===== src/rtl/mem_arbiter_pkg.sv =====
// mem_arbiter_pkg
//   Shared definitions for the memory arbiter: load/store opcode encodings,
//   the arbiter FSM state type, the transaction-kind type, one-hot grant
//   bit positions and the store-op decode helper.
//   No ports (package).
package mem_arbiter_pkg;

    // Load/store opcode encodings (INST_OP_WIDTH = 6)
    localparam logic [5:0] OP_LB  = 6'd12;
    localparam logic [5:0] OP_LH  = 6'd13;
    localparam logic [5:0] OP_LW  = 6'd14;
    localparam logic [5:0] OP_LBU = 6'd15;
    localparam logic [5:0] OP_LHU = 6'd16;
    localparam logic [5:0] OP_SB  = 6'd17;
    localparam logic [5:0] OP_SH  = 6'd18;
    localparam logic [5:0] OP_SW  = 6'd19;

    typedef enum logic [1:0] {
        ST_IDLE  = 2'd0,
        ST_ISSUE = 2'd1,
        ST_WAIT  = 2'd2,
        ST_DRAIN = 2'd3
    } arb_state_t;

    typedef enum logic [1:0] {
        KIND_FETCH = 2'd0,
        KIND_LOAD  = 2'd1,
        KIND_STORE = 2'd2
    } txn_kind_t;

    // Bit positions inside the one-hot winner vector
    localparam int G_FETCH = 0;
    localparam int G_LOAD  = 1;
    localparam int G_STORE = 2;

    // The op is widened to 32 bits by the caller so the decode works for any
    // op width up to 32.
    function automatic logic is_store_op(input logic [31:0] op);
        return (op == 32'(OP_SB)) || (op == 32'(OP_SH)) || (op == 32'(OP_SW));
    endfunction

endpackage


===== src/rtl/mem_arb_prio.sv =====
// mem_arb_prio
//   Combinational winner select for the memory arbiter.
//   Ports:
//     fet_pend  in   fetch request eligible this cycle
//     ld_pend   in   load request eligible this cycle
//     st_pend   in   store request eligible this cycle
//     starve    in   fetch has been passed over STARVE_LIMIT times
//     grant     out  one-hot winner {store, load, fetch}, zero if none
module mem_arb_prio
    import mem_arbiter_pkg::*;
(
    input  logic       fet_pend,
    input  logic       ld_pend,
    input  logic       st_pend,
    input  logic       starve,
    output logic [2:0] grant
);

    always_comb begin
        grant = '0;
        // A starved fetch jumps ahead of everything else.
        if (starve && fet_pend) begin
            grant[G_FETCH] = 1'b1;
        end else if (st_pend) begin
            grant[G_STORE] = 1'b1;
        end else if (ld_pend) begin
            grant[G_LOAD] = 1'b1;
        end else if (fet_pend) begin
            grant[G_FETCH] = 1'b1;
        end
    end

endmodule


===== src/rtl/mem_arbiter.sv =====
// mem_arbiter
//   Arbitrates the memory controller's single RAM port between the
//   instruction fetcher and the load/store buffer. One enable pulse is issued
//   per transaction, which is then tracked to completion. Flushes abandon
//   in-flight fetches/loads (draining the controller), stores always finish.
//   Ports:
//     clk, rst (sync, active-low), rdy (global enable), flush
//     fet_req/fet_pc -> fet_grant                 fetch request side
//     lsb_req/op/addr/data/id -> lsb_grant        LSB request side
//     arb_fet_enable, arb_fet_pc                  fetch issue to controller
//     arb_lsb_enable/op/addr/data/id              LSB issue to controller
//     mem_fet_busy, mem_inst_ready, mem_data_ready controller status
//     arb_busy                                    arbiter not idle
module mem_arbiter
    import mem_arbiter_pkg::*;
#(
    parameter int XLEN           = 32,
    parameter int ROB_SIZE_WIDTH = 4,
    parameter int INST_OP_WIDTH  = 6,
    parameter int STARVE_LIMIT   = 4
) (
    input  logic                      clk,
    input  logic                      rst,
    input  logic                      rdy,
    input  logic                      flush,
    input  logic                      fet_req,
    input  logic [XLEN-1:0]           fet_pc,
    output logic                      fet_grant,
    input  logic                      lsb_req,
    input  logic [INST_OP_WIDTH-1:0]  lsb_op,
    input  logic [XLEN-1:0]           lsb_addr,
    input  logic [XLEN-1:0]           lsb_data,
    input  logic [ROB_SIZE_WIDTH-1:0] lsb_id,
    output logic                      lsb_grant,
    output logic                      arb_fet_enable,
    output logic [XLEN-1:0]           arb_fet_pc,
    output logic                      arb_lsb_enable,
    output logic [INST_OP_WIDTH-1:0]  arb_lsb_op,
    output logic [XLEN-1:0]           arb_lsb_addr,
    output logic [XLEN-1:0]           arb_lsb_data,
    output logic [ROB_SIZE_WIDTH-1:0] arb_lsb_id,
    input  logic                      mem_fet_busy,
    input  logic                      mem_inst_ready,
    input  logic                      mem_data_ready,
    output logic                      arb_busy
);

    localparam int SC_W = $clog2(STARVE_LIMIT + 1);

    arb_state_t        state;
    arb_state_t        state_nxt;
    txn_kind_t         kind;
    logic [SC_W-1:0]   starve_cnt;

    logic [XLEN-1:0]           fet_pc_q;
    logic [INST_OP_WIDTH-1:0]  lsb_op_q;
    logic [XLEN-1:0]           lsb_addr_q;
    logic [XLEN-1:0]           lsb_data_q;
    logic [ROB_SIZE_WIDTH-1:0] lsb_id_q;

    logic       sel_ok;
    logic       lsb_is_store;
    logic       fet_pend;
    logic       ld_pend;
    logic       st_pend;
    logic       starve;
    logic [2:0] win;
    logic       any_win;

    // Selection only happens from IDLE with the controller idle. Flush masks
    // fetch and load candidates, but a store is committed work and stays
    // eligible.
    assign sel_ok       = (state == ST_IDLE) && !mem_fet_busy;
    assign lsb_is_store = is_store_op(32'(lsb_op));
    assign fet_pend     = sel_ok && fet_req && !flush;
    assign st_pend      = sel_ok && lsb_req && lsb_is_store;
    assign ld_pend      = sel_ok && lsb_req && !lsb_is_store && !flush;
    assign starve       = (starve_cnt == SC_W'(STARVE_LIMIT));
    assign any_win      = |win;

    mem_arb_prio u_prio (
        .fet_pend (fet_pend),
        .ld_pend  (ld_pend),
        .st_pend  (st_pend),
        .starve   (starve),
        .grant    (win)
    );

    // State register
    always_ff @(posedge clk) begin
        if (!rst) begin
            state <= ST_IDLE;
        end else if (rdy) begin
            state <= state_nxt;
        end
    end

    // Next-state logic
    always_comb begin
        state_nxt = state;
        case (state)
            ST_IDLE: begin
                if (any_win) state_nxt = ST_ISSUE;
            end
            ST_ISSUE: begin
                if (flush && kind != KIND_STORE) state_nxt = ST_DRAIN;
                else                             state_nxt = ST_WAIT;
            end
            ST_WAIT: begin
                // Flush beats a same-cycle ready pulse for fetch/load.
                if (flush && kind != KIND_STORE) begin
                    state_nxt = ST_DRAIN;
                end else begin
                    case (kind)
                        KIND_FETCH: if (mem_inst_ready) state_nxt = ST_IDLE;
                        KIND_LOAD:  if (mem_data_ready) state_nxt = ST_IDLE;
                        default:    if (!mem_fet_busy)  state_nxt = ST_IDLE;
                    endcase
                end
            end
            ST_DRAIN: begin
                if (!mem_fet_busy) state_nxt = ST_IDLE;
            end
            default: state_nxt = ST_IDLE;
        endcase
    end

    // Output logic: enables and grants are the same single ISSUE-cycle pulse.
    always_comb begin
        arb_fet_enable = (state == ST_ISSUE) && (kind == KIND_FETCH);
        arb_lsb_enable = (state == ST_ISSUE) && (kind != KIND_FETCH);
        fet_grant      = arb_fet_enable;
        lsb_grant      = arb_lsb_enable;
        arb_busy       = (state != ST_IDLE);
        arb_fet_pc     = fet_pc_q;
        arb_lsb_op     = lsb_op_q;
        arb_lsb_addr   = lsb_addr_q;
        arb_lsb_data   = lsb_data_q;
        arb_lsb_id     = lsb_id_q;
    end

    // Transaction kind and operand capture at the moment of selection.
    // Operands are cleared on reset so every output reads zero.
    always_ff @(posedge clk) begin
        if (!rst) begin
            kind       <= KIND_FETCH;
            fet_pc_q   <= '0;
            lsb_op_q   <= '0;
            lsb_addr_q <= '0;
            lsb_data_q <= '0;
            lsb_id_q   <= '0;
        end else if (rdy && any_win) begin
            if (win[G_FETCH]) begin
                kind     <= KIND_FETCH;
                fet_pc_q <= fet_pc;
            end else begin
                kind       <= win[G_STORE] ? KIND_STORE : KIND_LOAD;
                lsb_op_q   <= lsb_op;
                lsb_addr_q <= lsb_addr;
                lsb_data_q <= lsb_data;
                lsb_id_q   <= lsb_id;
            end
        end
    end

    // Fetch starvation counter: counts LSB grants that happen while a fetch
    // is waiting; a fetch grant clears it. Flush deliberately leaves it alone.
    always_ff @(posedge clk) begin
        if (!rst) begin
            starve_cnt <= '0;
        end else if (rdy && state == ST_ISSUE) begin
            if (kind == KIND_FETCH) begin
                starve_cnt <= '0;
            end else if (fet_req && !starve) begin
                starve_cnt <= starve_cnt + SC_W'(1);
            end
        end
    end

endmodule


===== config.mk =====
export PLATFORM = sky130hd
export DESIGN_NAME = mem_arbiter
export DESIGN_NICKNAME = d
export VERILOG_FILES = /design/src/rtl/mem_arbiter_pkg.sv /design/src/rtl/mem_arb_prio.sv /design/src/rtl/mem_arbiter.sv
export SDC_FILE = /design/constraint.sdc
export NUM_CORES = 1
export LEC_CHECK = 0
export CORE_UTILIZATION = 43
export CTS_CLUSTER_DIAMETER = 50
export DETAILED_ROUTE_END_ITERATION = 6
export GPL_TIMING_DRIVEN = 0
export PLACE_DENSITY = 0.91
export SLEW_MARGIN = 20
export SYNTH_ARGS = -nofsm -noshare
export SYNTH_HDL_FRONTEND = slang
export SYNTH_HIERARCHICAL = 1
export SYNTH_SLANG_ARGS = --single-unit

===== constraint.sdc =====
create_clock -name clk -period 6.13 [get_ports clk]
set_input_delay 1.839 -clock clk [delete_from_list [all_inputs] [get_ports clk]]
set_output_delay 1.839 -clock clk [all_outputs]
set_load 0.01 [all_outputs]

==> results.txt <==
Once the clock tree was built, the resizer swapped 0 gates to a different size. The effective utilization at floorplan came out at 45.06%. The fraction of layout cells with a size suffix above 1 is 7.071%. The clock network power share came out at 48.6%.

When the netlist entered floorplanning its net count stood at 653. The area growth from synthesis to final layout came out at 66.03%. After clock tree synthesis, the flow added hold-fix buffers numbering 0.

The number of maximum-capacitance violations is 0. In this run the cell area of the synthesized design comes to 4486 um^2. The sum of negative setup slack is 0 ps. Leaving out fill and tap cells, the most frequent cell in the layout is sky130_fd_sc_hd__clkdlybuf4s50_1. The area of the multi-input gates came out at 1999 um^2. Wires add up to 13,650 um. The sink count of the clock tree is 113.

The maximum ir drop on the vdd rail came out at 0.1418 mV. The number of DRC violations after detailed routing came out at 0. The number of warning messages in the yosys log came out at 6. The quantity of I/O buffers inserted on ports is 224. The worst setup path is of the input pin to flip-flop kind.

The pre-antenna-repair detailed-routing pass consisted of 4 iterations. Static timing analysis puts the maximum clock frequency at 253.0 MHz. The count of nets left with antenna violations once routing finished came out at 0. In this run the clock root is driven by a sky130_fd_sc_hd__clkbuf_8. Entering global routing, the biggest net connects 17 pins. The clock input transition at the sequential cells of the worst setup and hold paths came out at 60 ps. The count of filler cells inserted in the layout is 681. The worst setup path startpoint is mem_fet_busy. The initial detailed-routing violation count is 148. The part of the power in registers is 40.4%. The minimum setup slack after placement came out at 1722 ps.

The worst min-delay path category is flip-flop to flip-flop. The final critical path time including I/O delays and setup is 3953 ps. In this run the power spent charging and discharging nets is 425.6 uW. The largest clock skew in the final design is 10.21 ps. The flow ran to the end, and the final reports show no timing, DRC or antenna violations. The maximum net fanout on the critical path came out at 10. After the last flow step, the layout net total stands at 896. The final weighted congestion in routability-driven placement came out at 0.8611. The estimated wirelength of the detail-placed design came out at 10,300 um. The required time of the worst setup path came out at 6560 ps. The worst relative slew slack is 55.06%. The post-synthesis register bit count came out at 113. The sequential cell area fraction in the yosys report came out at 50.43%.

The floorplan die height is 104.1 um. The TritonCTS clock tree is done. The number of placed instances, taps included, is 893. The overall fraction of global-route tracks in use is 25.48%. The slew at the pin closest to its max-slew limit came out at 664.8 ps. The internal portion of the total power is 1465 uW. No sink is reached through more buffers than the 2 on the longest clock path.

The residual overflow from global routing came out at 0. The clock latency reported for the late side of the worst-skew pair is 510 ps. The element type at the critical path start is an input pin. The switching fraction of total power is 22.51%. The count of endpoints failing hold in the final timing report came out at 0. The worst register-to-register path begins at state[1]. The number of max-slew violations in the final report is 0. The average instance in the mapped netlist occupies 8.369 um^2. The core region is 9955 um^2.

Combinational logic is responsible for 11.0% of the overall power. The period utilization came out at 64.49%. The utilization after layout is 74.81%. Summing all flip-flop and latch instances after layout gives 2262 um^2. The count of final setup violators is 0. The width of the chip came out at 104.1 um. The number of global-route vias before repair came out at 4,573.

The initial antenna violation count is 0. The data arrival time at the worst-slack endpoint came out at 4380 ps. The CTS buffer count came out at 17.

The antenna cell count came out at 0. The via total after detailed routing is 4,550. The die outline area is 10,840 um^2. Setup repair after global routing left no endpoint under its margin. The total power of the final layout came out at 1891 uW. Power spread over the standard cell area amounts to 253.9 nW/um^2. The wire length of the first global-routing pass came out at 21,890 um. The startpoint identified for the worst hold timing path is arb_lsb_addr[31].

The worst path meets setup with 2177 ps of slack. Synthesis handed over a netlist of 536 instances. The kind of capture point of the worst setup path is a flip-flop.

In this run the static leakage power is 0.002627 uW. The clock tree synthesis step divided the H-tree into 4 levels. The mean number of vias per cell came out at 4.919. The number of different library cells in the post-synthesis netlist came out at 40. The buffers inserted during post-CTS setup optimization came out at 0. The number of primary I/O pins is 226.

The initialized floorplan defines 36 standard-cell rows. The number of cells in the finished layout apart from fillers came out at 925. After detailed routing, the average wire length per cell comes to 14.75 um. In the layout the commonest cells are sky130_fd_sc_hd__clkdlybuf4s50_1 (224), sky130_fd_sc_hd__nand2_1 (219), sky130_fd_sc_hd__dfxtp_1 (113).
## cell families (layout without fill, tap and decap cells)
family / after synthesis / after routing / synth area share, %
adders and majority gates: 2 / 2 / 0.5578
and+or+nand+nor: 246 / 246 / 22.06
AOI/OAI and AO/OA: 127 / 127 / 21.12
xor gates and xnor gates: 2 / 2 / 0.3906
DFF: 113 / 113 / 50.43
buffers and inverters: 44 / 300 / 4.993
muxes: 2 / 2 / 0.4463
## power by group through the flow
| stage | Sequential, uW | Combinational (uW) | Clock [uW] |
|---|---|---|---|
| CTS | 763 | 209 | 932 |
| global route | 765 | 224 | 965 |
| finish | 763 | 208 | 919 |
| global placement | 777 | 202 | 0 |
| floorplan | 785 | 68.6 | 0 |
| detailed placement | 779 | 207 | 0 |
## synthesized netlist by cell type
cell / instances / area share, %
sky130_fd_sc_hd__or2_4: 1 / 0.20
sky130_fd_sc_hd__a21oi_1: 1 / 0.11
sky130_fd_sc_hd__a22oi_1: 1 / 0.17
sky130_fd_sc_hd__buf_2: 11 / 1.2
sky130_fd_sc_hd__xnor2_1: 1 / 0.20
sky130_fd_sc_hd__mux2i_1: 2 / 0.45
sky130_fd_sc_hd__a221oi_1: 1 / 0.20
sky130_fd_sc_hd__nand2_1: 219 / 18
sky130_fd_sc_hd__nand4b_1: 1 / 0.20
sky130_fd_sc_hd__nor2b_1: 2 / 0.28
sky130_fd_sc_hd__o21a_1: 4 / 0.67
sky130_fd_sc_hd__ha_1: 2 / 0.56
sky130_fd_sc_hd__dfxtp_1: 113 / 50
sky130_fd_sc_hd__nand3_1: 1 / 0.11
sky130_fd_sc_hd__nor2_1: 8 / 0.67
sky130_fd_sc_hd__and2_1: 2 / 0.28
sky130_fd_sc_hd__o2111a_1: 1 / 0.25
sky130_fd_sc_hd__a21boi_1: 60 / 10
sky130_fd_sc_hd__nor3_1: 2 / 0.22
sky130_fd_sc_hd__nand3_2: 1 / 0.22
sky130_fd_sc_hd__or3_1: 1 / 0.14
sky130_fd_sc_hd__o21ai_1: 1 / 0.11
sky130_fd_sc_hd__clkbuf_1: 16 / 1.3
sky130_fd_sc_hd__o211ai_1: 1 / 0.17
sky130_fd_sc_hd__a211oi_2: 1 / 0.28
sky130_fd_sc_hd__or4_4: 1 / 0.25
sky130_fd_sc_hd__o21ai_0: 6 / 0.67
sky130_fd_sc_hd__nor4b_1: 2 / 0.39
sky130_fd_sc_hd__nand4_1: 1 / 0.14
sky130_fd_sc_hd__and2b_1: 1 / 0.17
sky130_fd_sc_hd__a21boi_2: 1 / 0.25
sky130_fd_sc_hd__buf_6: 1 / 0.25
sky130_fd_sc_hd__o31ai_1: 1 / 0.17
sky130_fd_sc_hd__nand2b_1: 1 / 0.14
sky130_fd_sc_hd__xor2_1: 1 / 0.20
sky130_fd_sc_hd__buf_4: 10 / 1.7
sky130_fd_sc_hd__and3_1: 1 / 0.14
sky130_fd_sc_hd__and3b_1: 1 / 0.20
sky130_fd_sc_hd__a21boi_0: 48 / 8.0
sky130_fd_sc_hd__inv_1: 6 / 0.50
## sequential cells by signal (all words and copies together) (netlist names)
register,flops
arb_fet_pc,32
arb_lsb_addr,32
arb_lsb_data,32
arb_lsb_op,6
arb_lsb_id,4
starve_cnt,3
kind,2
state,2
## critical path: stages
cell	delay, ps
sky130_fd_sc_hd__clkdlybuf4s50_1	480
sky130_fd_sc_hd__nor4b_1	650
sky130_fd_sc_hd__o21a_1	320
sky130_fd_sc_hd__and2b_1	230
sky130_fd_sc_hd__o21ai_1	130
sky130_fd_sc_hd__buf_4	210
sky130_fd_sc_hd__buf_2	230
sky130_fd_sc_hd__nand2_1	100
sky130_fd_sc_hd__a21boi_1	180
## stage by stage
stage | hold slack [ps] | cell area (um^2)
2_1_floorplan | 457.8 | 4486
3_3_place_gp | 439.9 | 6894
3_5_place_dp | 444.0 | 6894
4_1_cts | 452.5 | 7447
5_1_grt | 473.7 | 7447
6_report | 451.0 | 7447
## path summary, 6_finish.rpt
check / to / cells after the start / slack, ps
worst min-delay path: arb_lsb_addr[31] / 2 / 450
worst min register to register: arb_lsb_addr[31] / 2 / 450
worst max-delay path: arb_lsb_data[14] / 9 / 2180
worst max register to register: arb_lsb_data[14] / 10 / 3340
## cell type report
cell class	count	share of cell area [%]
clock inverters	11	1.529
multi-input cells	379	26.85
inverters	6	0.3024
clock buffers	21	5.897
plain buffers	38	2.705
well taps	133	2.235
repair buffers	224	30.11
flip-flops and latches	113	30.38
## per-layer routing
layer	part of all wire [%]	global-route usage [%]	vias to the layer above	wire length, um
met2	51	47.29	191	6998
li1	-	-	2236	-
met5	0	0	-	0
met3	8.3	8.772	19	1133
met4	1.6	10.10	0	218
met1	39	25.99	2104	5296
Note: power is estimated with default switching activity, not from simulation.
